<file path="config.mk">
export PLATFORM = sky130hd
export DESIGN_NAME = imem_boot_loader_flat
export DESIGN_NICKNAME = d
export VERILOG_FILES = /design/src/rtl/imem_boot_loader_pkg.sv /design/src/rtl/imem_boot_loader_if.sv /design/src/rtl/imem_boot_loader_word_assembler.sv /design/src/rtl/imem_boot_loader.sv /design/src/flat_wrapper.sv
export SDC_FILE = /design/constraint.sdc
export NUM_CORES = 1
export LEC_CHECK = 0
export CORE_UTILIZATION = 59
export CTS_CLUSTER_SIZE = 14
export DETAILED_ROUTE_END_ITERATION = 8
export HOLD_SLACK_MARGIN = 0.05
export PLACE_DENSITY = 0.87
export SETUP_SLACK_MARGIN = 0.05
export SYNTH_ARGS = -nofsm -noshare
export SYNTH_HDL_FRONTEND = slang
export SYNTH_SLANG_ARGS = --single-unit
</file>
<file path="constraint.sdc">
create_clock -name clk -period 3.9 [get_ports clk]
set_clock_uncertainty 0.05 [all_clocks]
set_input_delay 0.585 -clock clk [delete_from_list [all_inputs] [get_ports clk]]
set_output_delay 0.585 -clock clk [all_outputs]
set_load 0.005 [all_outputs]
</file>
<file path="src/rtl/imem_boot_loader_pkg.sv">
// Shared definitions for the instruction-memory boot loader: state encoding,
// frame constants and the checksum helper.
package riscv32_boot_pkg;

    typedef logic [2:0] boot_state_t;

    localparam boot_state_t ST_IDLE = 3'd0;
    localparam boot_state_t ST_LEN0 = 3'd1;
    localparam boot_state_t ST_LEN1 = 3'd2;
    localparam boot_state_t ST_DATA = 3'd3;
    localparam boot_state_t ST_CSUM = 3'd4;
    localparam boot_state_t ST_DONE = 3'd5;
    localparam boot_state_t ST_ERR  = 3'd6;

    localparam logic [7:0] BOOT_MAGIC = 8'hA5;

    // MAGIC, LEN_LO, LEN_HI
    localparam int unsigned HDR_LEN = 3;

    // Running frame checksum: 8-bit sum of data bytes, wrapping.
    function automatic logic [7:0] csum_add(input logic [7:0] acc, input logic [7:0] b);
        return acc + b;
    endfunction

endpackage

</file>
<file path="src/rtl/imem_boot_loader_if.sv">
// Byte-stream handshake carrying the program image into the loader.
interface imem_boot_loader_if;
    logic       rx_valid;
    logic [7:0] rx_data;
    logic       rx_ready;

    modport master (output rx_valid, output rx_data, input rx_ready);
    modport slave  (input rx_valid, input rx_data, output rx_ready);
endinterface

</file>
<file path="src/rtl/imem_boot_loader_word_assembler.sv">
// Packs four little-endian stream bytes into one 32-bit word and flags the
// completed word for exactly one cycle after its fourth byte.
module boot_word_assembler (
    input  logic        clk,
    input  logic        rst_n,
    input  logic        byte_en,
    input  logic [7:0]  byte_in,
    input  logic        clr,
    output logic [31:0] word_out,
    output logic        word_valid
);

    logic [1:0]  cnt_q,   cnt_d;
    logic [23:0] shift_q, shift_d;
    logic [31:0] word_q,  word_d;
    logic        valid_q, valid_d;

    // Next-state for byte position, partial word and completed-word pulse.
    always_comb begin
        cnt_d   = cnt_q;
        shift_d = shift_q;
        word_d  = word_q;
        valid_d = 1'b0;
        if (clr) begin
            cnt_d   = 2'd0;
            shift_d = 24'd0;
        end else if (byte_en) begin
            // Newest byte enters at the top, so byte 0 ends up in [7:0].
            shift_d = {byte_in, shift_q[23:8]};
            cnt_d   = cnt_q + 2'd1;
            if (cnt_q == 2'd3) begin
                word_d  = {byte_in, shift_q};
                valid_d = 1'b1;
            end else begin
                valid_d = 1'b0;
            end
        end else begin
            cnt_d = cnt_q;
        end
    end

    // Register assembler state; reset also cancels a pending word pulse.
    always_ff @(posedge clk) begin
        if (!rst_n) begin
            cnt_q   <= 2'd0;
            shift_q <= 24'd0;
            word_q  <= 32'd0;
            valid_q <= 1'b0;
        end else begin
            cnt_q   <= cnt_d;
            shift_q <= shift_d;
            word_q  <= word_d;
            valid_q <= valid_d;
        end
    end

    assign word_out   = word_q;
    assign word_valid = valid_q;

endmodule

</file>
<file path="src/rtl/imem_boot_loader.sv">
// Streams a framed program image into instruction memory and holds the core
// in reset until the whole image is written and its checksum verified.
module imem_boot_loader
    import riscv32_boot_pkg::*;
#(
    parameter int unsigned DEPTH  = 256,
    parameter int unsigned ADDR_W = 32,
    parameter logic [7:0]  MAGIC  = BOOT_MAGIC
) (
    input  logic              clk,
    input  logic              rst_n,
    imem_boot_loader_if.slave rx,
    output logic              imem_we,
    output logic [ADDR_W-1:0] imem_waddr,
    output logic [31:0]       imem_wdata,
    output logic              cpu_rst_n,
    output logic              boot_done,
    output logic              boot_err
);

    localparam logic [16:0] DEPTH_L = 17'(DEPTH);

    boot_state_t state_q, state_d;

    logic              rx_ready_q,  rx_ready_d;
    logic              cpu_rst_n_q, cpu_rst_n_d;
    logic              boot_done_q, boot_done_d;
    logic              boot_err_q,  boot_err_d;

    logic [7:0]        len_lo_q, len_lo_d;
    logic [15:0]       len_q,    len_d;
    logic [7:0]        acc_q,    acc_d;
    logic [17:0]       bcnt_q,   bcnt_d;
    logic [ADDR_W-1:0] waddr_q,  waddr_d;

    logic              accept_s;
    logic [15:0]       len_full_s;
    logic              last_byte_s;
    logic              asm_en_s;
    logic              asm_clr_s;
    logic [31:0]       asm_word_s;
    logic              asm_valid_s;

    assign accept_s    = rx.rx_valid && rx_ready_q;
    assign len_full_s  = {rx.rx_data, len_lo_q};
    // Data byte counter reaching 4*LEN-1 marks the final byte of the image.
    assign last_byte_s = (bcnt_q == ({len_q, 2'b00} - 18'd1));

    // State register.
    always_ff @(posedge clk) begin
        if (!rst_n) begin
            state_q <= ST_IDLE;
        end else begin
            state_q <= state_d;
        end
    end

    // Next-state decode; every transition is gated by an accepted byte.
    always_comb begin
        state_d = state_q;
        if (accept_s) begin
            case (state_q)
                ST_IDLE: begin
                    if (rx.rx_data == MAGIC) state_d = ST_LEN0;
                    else                     state_d = ST_IDLE;
                end
                ST_LEN0: state_d = ST_LEN1;
                ST_LEN1: begin
                    if ({1'b0, len_full_s} > DEPTH_L) state_d = ST_ERR;
                    else if (len_full_s == 16'd0)    state_d = ST_CSUM;
                    else                             state_d = ST_DATA;
                end
                ST_DATA: begin
                    if (last_byte_s) state_d = ST_CSUM;
                    else             state_d = ST_DATA;
                end
                ST_CSUM: begin
                    if (rx.rx_data == acc_q) state_d = ST_DONE;
                    else                     state_d = ST_ERR;
                end
                ST_DONE: state_d = ST_DONE;
                ST_ERR: begin
                    if (rx.rx_data == MAGIC) state_d = ST_LEN0;
                    else                     state_d = ST_ERR;
                end
                default: state_d = ST_IDLE;
            endcase
        end else begin
            state_d = state_q;
        end
    end

    // Status outputs decoded from the upcoming state so they register with it.
    always_comb begin
        rx_ready_d  = 1'b1;
        cpu_rst_n_d = 1'b0;
        boot_done_d = 1'b0;
        boot_err_d  = 1'b0;
        case (state_d)
            ST_DONE: begin
                rx_ready_d  = 1'b0;
                cpu_rst_n_d = 1'b1;
                boot_done_d = 1'b1;
            end
            ST_ERR: begin
                boot_err_d = 1'b1;
            end
            default: begin
                rx_ready_d = 1'b1;
            end
        endcase
    end

    // Datapath next-state: length capture, checksum, byte count, write address.
    always_comb begin
        len_lo_d  = len_lo_q;
        len_d     = len_q;
        acc_d     = acc_q;
        bcnt_d    = bcnt_q;
        waddr_d   = waddr_q;
        asm_en_s  = 1'b0;
        asm_clr_s = 1'b0;
        if (accept_s) begin
            case (state_q)
                ST_LEN0: len_lo_d = rx.rx_data;
                ST_LEN1: begin
                    len_d     = len_full_s;
                    acc_d     = 8'd0;
                    bcnt_d    = 18'd0;
                    asm_clr_s = 1'b1;
                end
                ST_DATA: begin
                    acc_d    = csum_add(acc_q, rx.rx_data);
                    bcnt_d   = bcnt_q + 18'd1;
                    asm_en_s = 1'b1;
                    // Address is latched alongside the completed word so the
                    // write strobe, address and data appear in the same cycle.
                    if (bcnt_q[1:0] == 2'd3) waddr_d = ADDR_W'({bcnt_q[17:2], 2'b00});
                    else                     waddr_d = waddr_q;
                end
                default: begin
                    asm_en_s = 1'b0;
                end
            endcase
        end else begin
            asm_en_s = 1'b0;
        end
    end

    // Register outputs and datapath state.
    always_ff @(posedge clk) begin
        if (!rst_n) begin
            rx_ready_q  <= 1'b0;
            cpu_rst_n_q <= 1'b0;
            boot_done_q <= 1'b0;
            boot_err_q  <= 1'b0;
            len_lo_q    <= 8'd0;
            len_q       <= 16'd0;
            acc_q       <= 8'd0;
            bcnt_q      <= 18'd0;
            waddr_q     <= '0;
        end else begin
            rx_ready_q  <= rx_ready_d;
            cpu_rst_n_q <= cpu_rst_n_d;
            boot_done_q <= boot_done_d;
            boot_err_q  <= boot_err_d;
            len_lo_q    <= len_lo_d;
            len_q       <= len_d;
            acc_q       <= acc_d;
            bcnt_q      <= bcnt_d;
            waddr_q     <= waddr_d;
        end
    end

    boot_word_assembler u_asm (
        .clk        (clk),
        .rst_n      (rst_n),
        .byte_en    (asm_en_s),
        .byte_in    (rx.rx_data),
        .clr        (asm_clr_s),
        .word_out   (asm_word_s),
        .word_valid (asm_valid_s)
    );

    assign rx.rx_ready = rx_ready_q;
    assign imem_we     = asm_valid_s;
    assign imem_waddr  = waddr_q;
    assign imem_wdata  = asm_word_s;
    assign cpu_rst_n   = cpu_rst_n_q;
    assign boot_done   = boot_done_q;
    assign boot_err    = boot_err_q;

endmodule

</file>
<file path="src/flat_wrapper.sv">
// flat-port wrapper written by rule: the top's interface ports become plain ports
module imem_boot_loader_flat import riscv32_boot_pkg::*;
#(
    parameter int unsigned DEPTH  = 256,
    parameter int unsigned ADDR_W = 32,
    parameter logic [7:0]  MAGIC  = BOOT_MAGIC
)
  (clk, rst_n, imem_we, imem_waddr, imem_wdata, cpu_rst_n, boot_done, boot_err, rx_rx_valid, rx_rx_data, rx_rx_ready);
  imem_boot_loader_if rx_i ();
  input  logic clk;
  input  logic rst_n;
  output logic imem_we;
  output logic [ADDR_W-1:0] imem_waddr;
  output logic [31:0] imem_wdata;
  output logic cpu_rst_n;
  output logic boot_done;
  output logic boot_err;
  input wire logic [$bits(rx_i.rx_valid)-1:0] rx_rx_valid;
  input wire logic [$bits(rx_i.rx_data)-1:0] rx_rx_data;
  output wire logic [$bits(rx_i.rx_ready)-1:0] rx_rx_ready;
  assign rx_i.rx_valid = rx_rx_valid;
  assign rx_i.rx_data = rx_rx_data;
  assign rx_rx_ready = rx_i.rx_ready;
  imem_boot_loader #(.DEPTH(DEPTH), .ADDR_W(ADDR_W), .MAGIC(MAGIC)) u_core (.clk(clk), .rst_n(rst_n), .rx(rx_i), .imem_we(imem_we), .imem_waddr(imem_waddr), .imem_wdata(imem_wdata), .cpu_rst_n(cpu_rst_n), .boot_done(boot_done), .boot_err(boot_err));
endmodule
</file>
# Yosys cells after proc, flatten, opt, wreduce, memory -nomap -nowiden
# Index checks and enable logic that the tools add are counted.
totals:
  reg_bits: 131
  output_inout_bits: 69
  wordCells: 63
classes:
  n_addsub: 4
  n_lt_le_gt_ge: 1
  eq_ne: 13
  n_mux: 18
  bitwise: 3
  reduce_logical: 11
ops:
  columns: ["cell", "n"]
  rows:
  - ["one-hot mux 18 bit (2 select lines)", 1]
  - ["one-hot mux 3 bit (7 select lines)", 1]
  - ["adder 18 x 1 -> 18 bit, second input constant", 1]
  - ["equality test 18 bit", 1]
  - ["subtractor 18 x 1 -> 18 bit, second input constant", 1]
  - ["greater-than comparator 16 x 9 -> 1 bit, second input constant", 1]
  - ["logical NOT 16 bit", 1]
  - ["one-hot mux 8 bit (2 select lines)", 1]
  - ["equality test 3 bit, second input constant", 5]
  - ["two-way mux 3 bit", 5]
  - ["two-way mux 1 bit", 9]
  - ["adder 8 bit", 1]
  - ["equality test 8 bit", 1]
  - ["equality test 8 bit, second input constant", 1]
  - ["equality test 3 x 2 -> 1 bit, second input constant", 2]
  - ["AND reduction 2 bit", 3]
  - ["AND reduction 3 bit", 2]
  - ["equality test 2 bit, second input constant", 2]
  - ["equality test 3 x 1 -> 1 bit, second input constant", 1]
  - ["logical NOT 3 bit", 1]
  - ["inverter 1 bit", 3]
  - ["OR reduction 3 bit", 1]
  - ["adder 2 x 1 -> 2 bit, second input constant", 1]
  - ["two-way mux 2 bit", 1]
  - ["other kinds (3)", 3]

# Logic depth before layout (Yosys ltp)
logic_depth:
  word_depth: 7
  mapped_depth: 9

# Hierarchy
# A second synthesis with hierarchy kept.
unflattened:
  hier_cells: 703
  area_unflattened_um2: 6247.2
by_module_without_submodules:
  columns: ["module", "instances", "cells_each", "area_each_um2", "seq_area_each_um2"]
  rows:
  - ["imem_boot_loader", 1, 474, 4002.6, 1441.4]
  - ["boot_word_assembler", 1, 229, 2244.7, 1181.1]

# Worst setup path after synthesis
# Ideal clock, no wire load.
synth_timing:
  kind: "input to register"
  start: "input rx_rx_data[1]"
  end: "register u_core.cpu_rst_n_q (netlist: u_core.cpu_rst_n)"
  setup_time_ns: 0.059
  arrival_time_ns: 2.424
  setup_slack_ns: 1.368
  cell_stages: 7
  n_path_buf: 0
  path_cell_list: "or4_1 > or4_1 > nor3_1 > a31oi_1 > o31a_1 > nor2_1 > and3_2"
synth_between:
  elab_chain_len: 7
  elab_cells_between_ends: 13
synth_rtl:
  columns: ["element", "line", "text"]
  rows:
  - ["from (decl)", "flat_wrapper.sv:19", "input wire logic [$bits(rx_i.rx_data)-1:0] rx_rx_data;"]
  - ["parallel branches: the longest is 3 deep, another holds greater-than comparator 16 x 9 -> 1 bit", null, null]
  - ["one-hot mux 3 bit (7 select lines) *", "imem_boot_loader.sv:62", "case (state_q)"]
  - ["two-way mux 3 bit *", "imem_boot_loader.sv:61", "if (accept_s) begin"]
  - ["equality test 3 bit *", "imem_boot_loader.sv:99", "case (state_d)"]
  - ["two-way mux 1 bit *", "imem_boot_loader.sv:99", null]
  - ["to (signal assigned)", "imem_boot_loader.sv:164", "cpu_rst_n_q <= cpu_rst_n_d;"]
  - ["to (decl)", "imem_boot_loader.sv:26", "logic cpu_rst_n_q, cpu_rst_n_d;"]
# Mark *: on every way between the ends.
# A chain may end at the register's enable or synchronous reset.

# Worst setup path after layout
# Ends and elaborated chain as after synthesis.

==> flow_summary.json <==
{
  "final_cells": 922,
  "grt_max_degree": 49,
  "period_needed_ns": 2.85,
  "die_h_microns": 104,
  "io_pins": 80,
  "crit_path_start_kind": "primary input",
  "drv_cap": 0,
  "synthTopCellsByArea": "dfxtp_1, nand2_1, a21boi_0, xnor2_1, xor2_1",
  "max_slew_margin_pct": 28.9,
  "r2r_start": "u_core.len_q[0]$_SDFFE_PN0P_",
  "finalInstanceArea_sq_um": 7360,
  "die_area_sq_um": 10700,
  "synth_edf_count": 0,
  "grt_pass1_wl_microns": 25100,
  "drc": 0,
  "powerDensity_nw_per_um2": 432,
  "insertion_delay_ns": 0.53,
  "yosysSeqAreaShare_pct": 43.0,
  "finalPower_mw": 3.18,
  "postCtsHoldBufs": 0,
  "initial_core_util_pct": 61.5,
  "slew_violations": 0,
  "rr_worst_depth": 9,
  "period_share_pct": 73.2,
  "placed_cells": 890,
  "drive_gt1_share_pct": 7.35,
  "worstMarginPinSlew_ns": 1.06,
  "ctsResizeCount": 0,
  "n_antenna_cell": 0,
  "dpl-instance-area_sq_um": 6700,
  "worst_path_max_delay_cell": "or4_1",
  "numPortBuffers": 63,
  "synth_top_area_cell": "dfxtp_1",
  "path_cells": "clkdlybuf4s50_1, or4_1, or4_1, nor3_1, a31oi_1, o31a_1, nor2_1, and3_2",
  "whs_path_depth": 2,
  "cts_tree": "done",
  "cts_made_buffers": 17,
  "hpwl_microns": 9480,
  "slowest_delay_ns": 0.65,
  "grt_pass1_vias": 5274,
  "max_freq_mhz": 350,
  "cp.required_ns": 4.32,
  "leakage_nw": 2.56,
  "final_nets": 798,
  "ctsLongestPathBuffers": 2,
  "netlist_instances": 733,
  "syn-cell-area_sq_um": 6100,
  "rsz0062_at_grt": "no",
  "final_hold_viol_count": 0,
  "synth_flop_cell": "dfxtp_1",
  "path_clk_slew_ns": 0.06,
  "yosys_warnings": 0,
  "ys_ff_latch": 131,
  "synthArstFlopShare_pct": 0,
  "cp_max_fo": 7,
  "hold_class": "register to register",
  "viasPerCell": 5.84,
  "grt_overflow": 0,
  "ant_nets": 0,
  "rows": 36,
  "routed_wl_microns": 14700,
  "outcome": "finished, final reports clean",
  "cts_setup_buffers": 0,
  "tns_ns": 0,
  "synth.top_cell.area_share_pct": 43.0,
  "crit_type": "primary input to register",
  "finalSetupViolations": 0,
  "syn_to_final_growth_pct": 20.7,
  "syn_area_per_cell_sq_um": 8.32,
  "path_common_cell": "or4_1",
  "cts_root_buf": "clkbuf_8",
  "arrival_ns": 3.28,
  "yosysUniqueCellTypes": 60,
  "dr.pass1.iters": 5,
  "cts_max_level": 4,
  "antenna_found_initial": 0,
  "gp_congestion": 0.877,
  "critPathLaunch": "rx_rx_data[1]",
  "clock-sinks": 131,
  "grtUsageTotal_pct": 28.7,
  "drtIter0Drc": 367,
  "avgRoutedWirePerCell_microns": 16.0,
  "hold_start": "u_core.u_asm.word_out[2]$_SDFFE_PN0P_",
  "end_kind": "register",
  "via_count": 5380,
  "die_w_microns": 104,
  "peakVddDrop_v": 0.000265,
  "core_area_sq_um": 9910
}
## cell usage in the layout (no fill, tap or decap), drive strengths merged, types with 7 or more instances in the layout
cell type / count
nor2: 34
a21boi: 70
conb: 16
nor2b: 14
nand4: 7
a21oi: 32
o21ai: 24
nor3: 12
and3: 7
xnor2: 22
nand2: 182
inv: 10
clkdlybuf4s50: 62
xor2: 19
clkbuf: 19
or4: 8
buf: 12
ha: 10
dfxtp: 131
nand3: 19
mux2i: 8
## where the power goes
| part | total [mW] | switching [mW] | leakage, nW | internal, mW |
|---|---|---|---|---|
| logic | 0.0693 | 0.0413 | 1.18 | 0.0280 |
| clock network | 1.77 | 0.619 | 0.322 | 1.15 |
| registers | 1.34 | 0.000568 | 1.05 | 1.34 |
## final cells by class
cell class	instances	area [sq um]
inverter	6	22.5
clock inverter	13	221
clock buffer	19	442
timing repair buffer	74	708
multi-input combinational	546	3180
fill	693	2550
sequential	131	2620
tap	133	166
## layer usage
layer	vias to the layer above	GRT usage (%)	share of wire [%]
met1	2572	34.8	43
li1	2542	-	-
met2	215	48.2	48
met3	51	5.66	5.7
met5	-	0	0
met4	0	15.1	3.3
## cell families after synthesis
logic type / after synthesis / share of synthesized area, %
muxes: 8 / 1.31
buffers and inverters: 71 / 5.93
other: 1 / 0.0615
xor gates and xnor gates: 41 / 5.89
and+or+nand+nor: 314 / 23.8
adders and majority gates: 11 / 2.38
AOI/OAI and AO/OA: 156 / 17.6
DFF: 131 / 43.0
## metrics by stage
step           worst slack [ns]  utilization (%)  hold slack [ns]
6_report                   1.05             74.3            0.408
3_5_place_dp              0.561             67.6            0.399
4_1_cts                    1.09             74.3            0.409
2_1_floorplan              1.37                -            0.387
3_3_place_gp              0.680             67.6            0.394
5_1_grt                   0.904             74.3            0.436
## cells in the mapped netlist (all sizes together), types with 3 or more instances
| master | number |
|---|---|
| and3 | 7 |
| nand3 | 19 |
| nor2b | 14 |
| or4 | 8 |
| o21ai | 24 |
| o211ai | 3 |
| nand2 | 182 |
| o21bai | 4 |
| and2 | 6 |
| buf | 22 |
| clkbuf | 43 |
| nand4 | 7 |
| ha | 10 |
| nor4 | 5 |
| a21oi | 32 |
| xor2 | 19 |
| dfxtp | 131 |
| and4 | 5 |
| a31oi | 3 |
| a21boi | 70 |
| nor2 | 34 |
| nor3 | 12 |
| a21o | 3 |
| nor4b | 4 |
| nand2b | 3 |
| xnor2 | 22 |
| inv | 6 |
| mux2i | 8 |
## critical path, delay by kind of cell
kind / cells / cell delay [ns]
buf+inv: 1 / 0.58
compound gates: 2 / 0.42
simple gates: 5 / 1.69
## worst paths after layout
path | endpoint | slack [ns]
worst max-delay path | u_core.cpu_rst_n$_SDFF_PN0_ | 1.05
worst min-delay path | u_core.u_asm.word_out[2]$_SDFFE_PN0P_ | 0.41
worst max register to register | u_core.boot_err$_SDFF_PN0_ | 1.10
worst min register to register | u_core.u_asm.word_out[2]$_SDFFE_PN0P_ | 0.41
## registers in the layout, summed over array words and instances (netlist names)
signal                   cells
u_core.u_asm.cnt_q           2
u_core.imem_waddr           16
u_core.boot_err              1
u_core.bcnt_q               18
u_core.rx.rx_ready           1
u_core.len_lo_q              8
u_core.state_q               3
u_core.cpu_rst_n             1
u_core.u_asm.word_valid      1
u_core.u_asm.word_out       32
u_core.len_q                16
u_core.u_asm.shift_q        24
u_core.acc_q                 8
Power figures use the tool's default switching activity.
